**src/rtl/mvb_sched_pkg.sv**
```systemverilog
// MVB frame scheduler shared types: FSM states, frame type codes,
// default timing constants, s_len legality and saturating increment.
package mvb_sched_pkg;

  localparam int DATA_W = 16;
  localparam int LEN_W  = 7;
  localparam int CNT_W  = 16;

  localparam int SEND_HOLD_DEF = 32;
  localparam int TIMEOUT_DEF   = 4096;
  localparam int GAP_DEF       = 64;

  typedef enum logic [2:0] {
    ST_IDLE,
    ST_LOAD,
    ST_SEND,
    ST_WAIT,
    ST_GAP
  } state_e;

  typedef enum logic {
    FT_M = 1'b0,
    FT_S = 1'b1
  } ftype_e;

  function automatic logic len_ok(
    input logic [LEN_W-1:0] l
  );
    return (l == 7'd1) || (l == 7'd2) ||
           (l == 7'd4) || (l == 7'd8) ||
           (l == 7'd16);
  endfunction

  function automatic logic [CNT_W-1:0] sat_inc(
    input logic [CNT_W-1:0] c
  );
    return (&c) ? c : c + 1'b1;
  endfunction

endpackage

```
**src/rtl/mvb_frame_scheduler_if.sv**
```systemverilog
// Requester/encoder bus of the MVB frame scheduler.
// master: scheduler side (m_*/s_* requesters, enc_* encoder); slave: peers.
interface mvb_frame_scheduler_if;
  import mvb_sched_pkg::*;

  logic              m_req;
  logic [DATA_W-1:0] m_data;
  logic              m_ack;
  logic              s_req;
  logic [LEN_W-1:0]  s_len;
  logic              s_rd_en;
  logic [DATA_W-1:0] s_rd_data;
  logic              s_ack;
  logic              enc_wr_en;
  logic [DATA_W-1:0] enc_wr_data;
  logic [LEN_W-1:0]  enc_frame_length;
  logic              enc_M_frame;
  logic              enc_S_frame;
  logic              enc_send_frame;
  logic              enc_frame_over;

  modport master (
    input  m_req, m_data, s_req, s_len,
    input  s_rd_data, enc_frame_over,
    output m_ack, s_ack, s_rd_en,
    output enc_wr_en, enc_wr_data,
    output enc_frame_length,
    output enc_M_frame, enc_S_frame,
    output enc_send_frame
  );

  modport slave (
    output m_req, m_data, s_req, s_len,
    output s_rd_data, enc_frame_over,
    input  m_ack, s_ack, s_rd_en,
    input  enc_wr_en, enc_wr_data,
    input  enc_frame_length,
    input  enc_M_frame, enc_S_frame,
    input  enc_send_frame
  );

endinterface

```
**src/rtl/mvb_rr_arbiter.sv**
```systemverilog
// 2-way round-robin arbiter: clk, rst (sync, low), req[1:0] (0=M, 1=S),
// advance; grant[1:0] one-hot. Pointer moves to the loser after a grant.
module mvb_rr_arbiter (
  input  logic       clk,
  input  logic       rst,
  input  logic [1:0] req,
  input  logic       advance,
  output logic [1:0] grant
);

  logic ptr_q, ptr_d;

  always_comb begin
    grant = 2'b00;
    unique case (req)
      2'b01:   grant = 2'b01;
      2'b10:   grant = 2'b10;
      2'b11:   grant = ptr_q ? 2'b10 : 2'b01;
      default: grant = 2'b00;
    endcase
  end

  always_comb begin
    ptr_d = ptr_q;
    if (advance) ptr_d = grant[0];
  end

  always_ff @(posedge clk) begin
    if (!rst) ptr_q <= 1'b0;
    else      ptr_q <= ptr_d;
  end

endmodule

```
**src/rtl/mvb_frame_scheduler.sv**
```systemverilog
// Shares the MVB encoder between master (M) and slave (S) frame sources.
// Ports: clk, rst (sync, low), bus (master modport), busy, err_timeout,
// err_len, stat_*_cnt (live only with MVB_SCHED_STATS_EN defined).
module mvb_frame_scheduler
  import mvb_sched_pkg::*;
#(
  parameter int SEND_HOLD   = SEND_HOLD_DEF,
  parameter int TIMEOUT_CYC = TIMEOUT_DEF,
  parameter int GAP_CYC     = GAP_DEF
) (
  input  logic                 clk,
  input  logic                 rst,
  mvb_frame_scheduler_if.master bus,
  output logic                 busy,
  output logic                 err_timeout,
  output logic                 err_len,
  output logic [15:0]          stat_m_cnt,
  output logic [15:0]          stat_s_cnt,
  output logic [15:0]          stat_to_cnt
);

  state_e           state_q, state_d;
  ftype_e           type_q, type_d;
  logic [CNT_W-1:0] cnt_q, cnt_d;
  logic [LEN_W-1:0] len_q, len_d;
  logic             wr_q, fo_q;
  logic [1:0]       req, gnt;
  logic             rd_en, m_ack, s_ack;
  logic             fo_rise, tmo, m_load, in_frm;

  // no grants while in reset so nothing pulses combinationally
  assign req = {bus.s_req, bus.m_req}
             & {2{rst && state_q == ST_IDLE}};

  mvb_rr_arbiter u_arb (
    .clk     (clk),
    .rst     (rst),
    .req     (req),
    .advance (|gnt),
    .grant   (gnt)
  );

  assign fo_rise = bus.enc_frame_over & ~fo_q;
  assign tmo     = cnt_q == CNT_W'(TIMEOUT_CYC);

  always_comb begin
    state_d     = state_q;
    type_d      = type_q;
    cnt_d       = cnt_q;
    len_d       = len_q;
    rd_en       = 1'b0;
    m_ack       = 1'b0;
    s_ack       = 1'b0;
    err_len     = 1'b0;
    err_timeout = 1'b0;
    unique case (state_q)
      ST_IDLE: begin
        cnt_d = '0;
        if (gnt[0]) begin
          type_d  = FT_M;
          len_d   = 7'd1;
          state_d = ST_LOAD;
        end else if (gnt[1]) begin
          if (len_ok(bus.s_len)) begin
            type_d  = FT_S;
            len_d   = bus.s_len;
            state_d = ST_LOAD;
          end else begin
            err_len = 1'b1;
            s_ack   = 1'b1;
          end
        end
      end
      ST_LOAD: begin
        if (type_q == FT_M) begin
          state_d = ST_SEND;
          cnt_d   = '0;
        end else begin
          // cnt_q counts reads; writes trail by one cycle
          rd_en = cnt_q < CNT_W'(len_q);
          if (rd_en) cnt_d = sat_inc(cnt_q);
          if (wr_q && !rd_en) begin
            state_d = ST_SEND;
            cnt_d   = '0;
          end
        end
      end
      ST_SEND: begin
        cnt_d = sat_inc(cnt_q);
        if (cnt_q == CNT_W'(SEND_HOLD - 1)) begin
          state_d = ST_WAIT;
          cnt_d   = '0;
        end
      end
      ST_WAIT: begin
        cnt_d = sat_inc(cnt_q);
        // an edge in the timeout cycle still counts as success
        if (fo_rise || tmo) begin
          m_ack       = type_q == FT_M;
          s_ack       = type_q == FT_S;
          err_timeout = !fo_rise;
          state_d     = ST_GAP;
          cnt_d       = '0;
        end
      end
      ST_GAP: begin
        cnt_d = sat_inc(cnt_q);
        if (cnt_q == CNT_W'(GAP_CYC - 1)) begin
          state_d = ST_IDLE;
          cnt_d   = '0;
        end
      end
      default: state_d = ST_IDLE;
    endcase
  end

  always_ff @(posedge clk) begin
    if (!rst) begin
      state_q <= ST_IDLE;
      type_q  <= FT_M;
      cnt_q   <= '0;
      len_q   <= '0;
      wr_q    <= 1'b0;
      fo_q    <= 1'b0;
    end else begin
      state_q <= state_d;
      type_q  <= type_d;
      cnt_q   <= cnt_d;
      len_q   <= len_d;
      wr_q    <= rd_en;
      fo_q    <= bus.enc_frame_over;
    end
  end

  assign m_load = state_q == ST_LOAD && type_q == FT_M;
  assign in_frm = state_q == ST_LOAD ||
                  state_q == ST_SEND ||
                  state_q == ST_WAIT;

  assign bus.s_rd_en     = rd_en;
  assign bus.m_ack       = m_ack;
  assign bus.s_ack       = s_ack;
  assign bus.enc_wr_en   = m_load | wr_q;
  assign bus.enc_wr_data = m_load ? bus.m_data :
                           wr_q   ? bus.s_rd_data : '0;
  assign bus.enc_frame_length = in_frm ? len_q : '0;
  assign bus.enc_M_frame = in_frm && type_q == FT_M;
  assign bus.enc_S_frame = in_frm && type_q == FT_S;
  assign bus.enc_send_frame = state_q == ST_SEND;
  assign busy = state_q != ST_IDLE;

`ifdef MVB_SCHED_STATS_EN
  logic [15:0] sm_q, ss_q, st_q;
  logic        ok_m, ok_s;

  assign ok_m = m_ack && !err_timeout;
  assign ok_s = s_ack && !err_timeout && !err_len;

  always_ff @(posedge clk) begin
    if (!rst) begin
      sm_q <= '0;
      ss_q <= '0;
      st_q <= '0;
    end else begin
      if (ok_m && !(&sm_q)) sm_q <= sm_q + 1'b1;
      if (ok_s && !(&ss_q)) ss_q <= ss_q + 1'b1;
      if (err_timeout && !(&st_q))
        st_q <= st_q + 1'b1;
    end
  end

  assign stat_m_cnt  = sm_q;
  assign stat_s_cnt  = ss_q;
  assign stat_to_cnt = st_q;
`else
  assign stat_m_cnt  = '0;
  assign stat_s_cnt  = '0;
  assign stat_to_cnt = '0;
`endif

endmodule

```
**src/flat_wrapper.sv**
```systemverilog
// flat-port wrapper written by rule: the top's interface ports become plain ports
module mvb_frame_scheduler_flat import mvb_sched_pkg::*;
#(
  parameter int SEND_HOLD   = SEND_HOLD_DEF,
  parameter int TIMEOUT_CYC = TIMEOUT_DEF,
  parameter int GAP_CYC     = GAP_DEF
)
  (clk, rst, busy, err_timeout, err_len, stat_m_cnt, stat_s_cnt, stat_to_cnt, bus_m_req, bus_m_data, bus_s_req, bus_s_len, bus_s_rd_data, bus_enc_frame_over, bus_m_ack, bus_s_ack, bus_s_rd_en, bus_enc_wr_en, bus_enc_wr_data, bus_enc_frame_length, bus_enc_M_frame, bus_enc_S_frame, bus_enc_send_frame);
  mvb_frame_scheduler_if bus_i ();
  input  logic clk;
  input  logic rst;
  output logic busy;
  output logic err_timeout;
  output logic err_len;
  output logic [15:0] stat_m_cnt;
  output logic [15:0] stat_s_cnt;
  output logic [15:0] stat_to_cnt;
  input wire logic [$bits(bus_i.m_req)-1:0] bus_m_req;
  input wire logic [$bits(bus_i.m_data)-1:0] bus_m_data;
  input wire logic [$bits(bus_i.s_req)-1:0] bus_s_req;
  input wire logic [$bits(bus_i.s_len)-1:0] bus_s_len;
  input wire logic [$bits(bus_i.s_rd_data)-1:0] bus_s_rd_data;
  input wire logic [$bits(bus_i.enc_frame_over)-1:0] bus_enc_frame_over;
  output wire logic [$bits(bus_i.m_ack)-1:0] bus_m_ack;
  output wire logic [$bits(bus_i.s_ack)-1:0] bus_s_ack;
  output wire logic [$bits(bus_i.s_rd_en)-1:0] bus_s_rd_en;
  output wire logic [$bits(bus_i.enc_wr_en)-1:0] bus_enc_wr_en;
  output wire logic [$bits(bus_i.enc_wr_data)-1:0] bus_enc_wr_data;
  output wire logic [$bits(bus_i.enc_frame_length)-1:0] bus_enc_frame_length;
  output wire logic [$bits(bus_i.enc_M_frame)-1:0] bus_enc_M_frame;
  output wire logic [$bits(bus_i.enc_S_frame)-1:0] bus_enc_S_frame;
  output wire logic [$bits(bus_i.enc_send_frame)-1:0] bus_enc_send_frame;
  assign bus_i.m_req = bus_m_req;
  assign bus_i.m_data = bus_m_data;
  assign bus_i.s_req = bus_s_req;
  assign bus_i.s_len = bus_s_len;
  assign bus_i.s_rd_data = bus_s_rd_data;
  assign bus_i.enc_frame_over = bus_enc_frame_over;
  assign bus_m_ack = bus_i.m_ack;
  assign bus_s_ack = bus_i.s_ack;
  assign bus_s_rd_en = bus_i.s_rd_en;
  assign bus_enc_wr_en = bus_i.enc_wr_en;
  assign bus_enc_wr_data = bus_i.enc_wr_data;
  assign bus_enc_frame_length = bus_i.enc_frame_length;
  assign bus_enc_M_frame = bus_i.enc_M_frame;
  assign bus_enc_S_frame = bus_i.enc_S_frame;
  assign bus_enc_send_frame = bus_i.enc_send_frame;
  mvb_frame_scheduler #(.SEND_HOLD(SEND_HOLD), .TIMEOUT_CYC(TIMEOUT_CYC), .GAP_CYC(GAP_CYC)) u_core (.clk(clk), .rst(rst), .bus(bus_i), .busy(busy), .err_timeout(err_timeout), .err_len(err_len), .stat_m_cnt(stat_m_cnt), .stat_s_cnt(stat_s_cnt), .stat_to_cnt(stat_to_cnt));
endmodule
```
**config.mk**
```make
export PLATFORM = sky130hd
export DESIGN_NAME = mvb_frame_scheduler_flat
export DESIGN_NICKNAME = d
export VERILOG_FILES = /design/src/rtl/mvb_sched_pkg.sv /design/src/rtl/mvb_frame_scheduler_if.sv /design/src/rtl/mvb_rr_arbiter.sv /design/src/rtl/mvb_frame_scheduler.sv /design/src/flat_wrapper.sv
export SDC_FILE = /design/constraint.sdc
export NUM_CORES = 1
export LEC_CHECK = 0
export CORE_UTILIZATION = 40
export CTS_CLUSTER_SIZE = 14
export DETAILED_ROUTE_END_ITERATION = 8
export PLACE_DENSITY = 0.84
export SLEW_MARGIN = 20
export SYNTH_ARGS = -nofsm -noshare
export SYNTH_HDL_FRONTEND = slang
export SYNTH_SLANG_ARGS = --single-unit
export TNS_END_PERCENT = 1
```
**constraint.sdc**
```tcl
create_clock -name clk -period 2.6 [get_ports clk]
set_input_delay 0.26 -clock clk [delete_from_list [all_inputs] [get_ports clk]]
set_output_delay 0.26 -clock clk [all_outputs]
set_load 0.01 [all_outputs]
```
; After elaboration in Yosys (flattened, before gate mapping)
; Index checks and enable logic that the tools add are counted.
[classes]
n_addsub = 1
n_lt_le_gt_ge = 1
eq_ne = 22
muxes = 40
bitwise_logic = 5
reduce_logical = 24
[ops]
columns = operator, count
row1 = 16-bit 2-to-1 mux, 9
row2 = 16-bit case mux with 5 select lines, 1
row3 = 7-bit 2-to-1 mux, 4
row4 = 3-bit 2-to-1 mux, 8
row5 = "16-bit by 1-bit adder with 16-bit output, second input constant", 1
row6 = "16-bit by 13-bit equality test with 1-bit output, second input constant", 1
row7 = "16-bit by 5-bit equality test with 1-bit output, second input constant", 1
row8 = "16-bit by 6-bit equality test with 1-bit output, second input constant", 1
row9 = 16-bit by 7-bit < comparator with 1-bit output, 1
row10 = 16-bit AND reduction, 1
row11 = 3-bit case mux with 5 select lines, 1
row12 = 1-bit 2-to-1 mux, 14
row13 = "7-bit by 1-bit equality test with 1-bit output, second input constant", 1
row14 = "7-bit by 2-bit equality test with 1-bit output, second input constant", 1
row15 = "7-bit by 3-bit equality test with 1-bit output, second input constant", 1
row16 = "7-bit by 4-bit equality test with 1-bit output, second input constant", 1
row17 = "7-bit by 5-bit equality test with 1-bit output, second input constant", 1
row18 = 1-bit logical OR, 7
row19 = "3-bit by 2-bit equality test with 1-bit output, second input constant", 2
row20 = "2-bit by 1-bit != test with 1-bit output, second input constant", 3
row21 = 2-bit case mux with 3 select lines, 1
row22 = 6-bit AND reduction, 1
row23 = 1-bit logical AND, 5
row24 = 5-bit nonzero test, 1
row25 = other kinds (21), 25
[totals]
reg_bits = 30

; Depth between registers and ports, before layout
[logic_depth]
depth_word = 9
depth_mapped = 10

; Cells and area by module
; A second synthesis with hierarchy kept.
[unflattened]
hier_cells = 350
hier_area_um2 = 2588.7
[modules_own_cells]
columns = mod, n_inst, cells_each, area_each_um2
row1 = mvb_frame_scheduler, 1, 344, 2528.7
row2 = mvb_rr_arbiter, 1, 6, 60.1

; Least setup slack after synthesis
; Ideal clock, no wire load.
[synth_timing]
path_type = flip-flop to flip-flop
start = register u_core.cnt_q[1]
end = register u_core.cnt_q[10]
setup_ps = 138
t_arrival_ps = 1995
path_slack_ps = 467
stages_incl_launch_ff = 10
n_path_buf = 2
synth_period_minus_slack_ps = 2133
path_cell_list = dfxtp_1 -> ha_1 -> and4_1 -> nand2_1 -> o311ai_1 -> nand3_1 -> buf_2 -> clkbuf_1 -> o211ai_1 -> o221ai_1
[synth_via]
elab_chain_cells = 6
elab_cells_between_ends = 19
[synth_rtl]
columns = element, line
row1 = start: declaration, mvb_frame_scheduler.sv:24  ; logic [CNT_W-1:0] cnt_q, cnt_d;
row2 = start signal: assignment, mvb_frame_scheduler.sv:128  ; cnt_q <= cnt_d;
row3 = 16-bit by 1-bit adder with 16-bit output (tied with other cells), mvb_sched_pkg.sv:37  ; return (&c) ? c : c + 1'b1;
row4 = 16-bit 2-to-1 mux or 1-bit logical NOT (tied branches), "mvb_sched_pkg.sv:37, mvb_frame_scheduler.sv:82"
row5 = 16-bit 2-to-1 mux or 1-bit logical AND (tied branches), "mvb_frame_scheduler.sv:81, mvb_frame_scheduler.sv:82"
row6 = 16-bit 2-to-1 mux, mvb_frame_scheduler.sv:82  ; if (wr_q && !rd_en) begin
row7 = 16-bit 2-to-1 mux, mvb_frame_scheduler.sv:75  ; if (type_q == FT_M) begin
row8 = 16-bit case mux with 5 select lines, mvb_frame_scheduler.sv:56  ; unique case (state_q)
; Parallel ways exist; a longest one is shown, timed or not. The select of a mux whose other input is x is not followed.
; A chain may end at the register's enable or synchronous reset.

; Worst setup path in the final report
[layout_timing]
start = register u_core.cnt_q[0]
end = output bus_m_ack
[layout_via]
elab_chain_cells = 4
[layout_rtl]
columns = element, line
row1 = 16-bit by 13-bit equality test with 1-bit output, mvb_frame_scheduler.sv:44  ; assign tmo = cnt_q == CNT_W'(TIMEOUT_CYC);
row2 = 1-bit logical OR, mvb_frame_scheduler.sv:98  ; if (fo_rise || tmo) begin
row3 = 1-bit 2-to-1 mux, mvb_frame_scheduler.sv:98
row4 = 1-bit 2-to-1 mux, mvb_frame_scheduler.sv:56
row5 = end: declaration, flat_wrapper.sv:24  ; output wire logic [$bits(bus_i.m_ack)-1:0] bus_m_ack;
; Every way passes these cells.

==> impl_metrics.env <==
export IMPL_outcome="finished, violations left"
export IMPL_violations="design-rule violations"
export IMPL_final_hold_viol_count=0
export IMPL_synth_top_area_share_pct=22.1
export IMPL_synthTopCellsByCount="nand2_1 (51), buf_4 (50), dfxtp_1 (30), o21ai_0 (30), nor2_1 (25)"
export IMPL_dr_pass1_iters=8
export IMPL_synthFlopType="dfxtp_1"
export IMPL_die_w_um=84.4
export IMPL_dp_hpwl_mm=5.51
export IMPL_drc_errors=15
export IMPL_max_cap_viol_count=0
export IMPL_synth_edf_count=0
export IMPL_place_area_um2=3420
export IMPL_post_synth_top_area_cell="dfxtp_1"
export IMPL_multi_input_area_um2=1810
export IMPL_drive_gt1_share_pct=10.2
export IMPL_ys_types=55
export IMPL_core_area_um2=6460
export IMPL_pwr_share_clk_pct=33.5
export IMPL_clock_latency_ps=280
export IMPL_grt_pass1_wl_mm=12.0
export IMPL_antenna_found_initial=0
export IMPL_required_ps=2340
export IMPL_tns_ps=0
export IMPL_ir_drop_mv=0.233
export IMPL_syn2layout_area_growth_pct=32.5
export IMPL_wl_mm=7.51
export IMPL_cp_max_fo=6
export IMPL_antenna_cells=0
export IMPL_path_clk_slew_ps=70
export IMPL_clock_sinks=30
export IMPL_skew_ps=3.58
export IMPL_grt_remaining_overflow=0
export IMPL_avgViaCountPerCell=5.54
export IMPL_fmax_mhz=392
export IMPL_powerDensity_nw_per_um2=375
export IMPL_period_share_pct=98.1
export IMPL_p_leak_uw=0.00139
export IMPL_slew_headroom_pct=60.6
export IMPL_ctsHoldBuffers=0
export IMPL_setup_ws_ps=49.1
export IMPL_ys_top_cells_by_area="dfxtp_1 (22%), buf_4 (14%), nand2_1 (7.1%)"
export IMPL_period_minus_slack_ps=2550
export IMPL_syn_area_um2=2710
export IMPL_avgSynthCellArea_um2=7.18
export IMPL_yosys_warnings=0
export IMPL_internal_power_uw=932
export IMPL_antenna_left=0
export IMPL_ys_ff_latch=30
export IMPL_combPwrFrac_pct=30.2
export IMPL_regArea_um2=602
export IMPL_port_buffers=76
export IMPL_rsz0062_at_grt="true"
export IMPL_layout_nets=504
export IMPL_num_io_pins=125
export IMPL_initialDrtViolationCount=315
export IMPL_synth_seq_area_share_pct=22.1
export IMPL_yosysMostFrequentCell="nand2_1"
export IMPL_die_area_um2=7120
export IMPL_startpoint_type="flop"
export IMPL_synth_cells=378
export IMPL_n_fill_cell=580
export IMPL_pre_cts_ws_ps=-42.3
export IMPL_numCtsBuffers=5
export IMPL_finalSetupViolCount=0
export IMPL_num_rows=29
export IMPL_crit_type="reg2out"
export IMPL_fin_area_um2=3590
export IMPL_grt_max_degree=34
export IMPL_wl_per_cell_um=14.2
export IMPL_cp_end_kind="primary output"
export IMPL_track_usage_pct=20.4
export IMPL_hold_class="in2reg"
export IMPL_p_switching_uw=415
export IMPL_arrival_ps=2290
export IMPL_initial_core_util_pct=42.0
export IMPL_synth_async_reset_ratio_pct=0
export IMPL_globalplace_congestion=0.879
export IMPL_grt_pass1_vias=2585
export IMPL_cts_path_max_buffers=2
export IMPL_p_sw_share_pct=30.8
export IMPL_p_seq_share_pct=36.4
export IMPL_cts_tree="built"
export IMPL_die_h_um=84.4
export IMPL_root_buffer="clkbuf_8"
export IMPL_htreeDepth=2
export IMPL_num_vias=2937
export IMPL_slew_viol_final=0
export IMPL_tightest_slew_ps=590
==> cells in the final DEF (no fill, tap or decap), types with 3 or more instances in the layout <==
cell and instances:
clkdlybuf4s50_1 71, nand2_1 51, conb_1 48, o21ai_0 30, dfxtp_1 29, nor2_1 25
buf_4 16, nor3_1 15, inv_1 12, o221ai_1 11, nand3_1 10, a21oi_1 9
nand4_1 8, ha_1 8, clkbuf_8 8, a31oi_1 6, and2_1 5, nand4b_1 5
mux2i_1 5, nand2b_1 4, nor2b_1 4, and4_1 4, o211ai_1 4, o2111ai_1 4
dlymetal6s2s_1 4, nor3b_1 3, or2_2 3, or3_1 3, nor4_1 3
==> registers in the layout, indices dropped and copies added, names as in the netlist <==
name                count
u_core.cnt_q           16
u_core.fo_q             1
u_core.len_q            7
u_core.state_q          3
u_core.type_q           1
u_core.u_arb.ptr_q      1
u_core.wr_q             1
==> cell type report <==
class,instances,share of cell area (%)
multi-input cells,307,50.2
repair buffers,95,25.9
flip-flops and latches,30,16.7
clock buffers,8,3.06
well taps,77,2.68
inverters,13,1.36
==> kinds of logic (layout without fill, tap and decap cells) <==
family,count (synthesis),count (layout),share of synthesized area (%)
xor gates and xnor gates,1,1,0.323
DFF,30,30,22.1
other,1,48,0.138
adders and majority gates,8,8,3.69
buffers and inverters,88,116,19.4
muxes,5,5,1.84
and+or+nand+nor,160,160,31.2
AOI/OAI and AO/OA,85,85,21.3
==> per-layer routing <==
| layer | routed length [um] | share of wire [%] | vias up | track usage, % |
|---|---|---|---|---|
| li1 | - | - | 1417 | - |
| met1 | 2990 | 40 | 1331 | 23.6 |
| met2 | 3730 | 50 | 175 | 36.4 |
| met3 | 669 | 8.9 | 14 | 5.41 |
| met4 | 119 | 1.6 | 0 | 7.09 |
| met5 | 0 | 0 | - | 0 |
==> metrics by stage <==
step | std cells | total power (uW) | util (%) | hold slack [ps]
finish | 530 | 1350 | 55.7 | 354
CTS | 529 | 1340 | 54.9 | 496
global placement | 521 | 883 | 53.0 | 483
global route | 530 | 1410 | 55.7 | 352
detailed placement | 521 | 892 | 53.0 | 487
floorplan | 425 | 750 | - | 382
==> worst max-delay path, stage by stage, from the launching register on <==
cell             delay, ps
dfxtp_1                370
inv_1                  140
ha_1                   150
nor3b_2                170
nand4_1                190
a21oi_2                260
inv_1                   90
nor2_1                  90
clkdlybuf4s50_1        530
==> final timing paths <==
path	startpoint	endpoint	slack (ps)	depth (start not counted)
worst max register to register	u_core.cnt_q[0]	u_core.state_q[1]	180	7
worst min register to register	u_core.len_q[6]	u_core.len_q[6]	500	2
worst min-delay path	bus_s_len[4]	u_core.len_q[4]	350	3
worst max-delay path	u_core.cnt_q[0]	bus_m_ack	50	8
==> power groups by stage <==
stage          Clock (uW)  Combinational, uW  Sequential [uW]
2_1_floorplan           0                263              487
3_3_place_gp            0                385              499
3_5_place_dp            0                392              500
4_1_cts               458                395              489
5_1_grt               481                440              492
6_report              451                406              490
==> what timing repair did <==
item / CTS / global route
pin swaps: 0 / 3
gates cloned: 0 / 0
hold endpoints to repair: 0 / 0
buffers inserted: 0 / 1
setup endpoints to repair: 3 / 9
gates resized for setup: 4 / 12
Note: power is estimated with default switching activity, not from simulation.
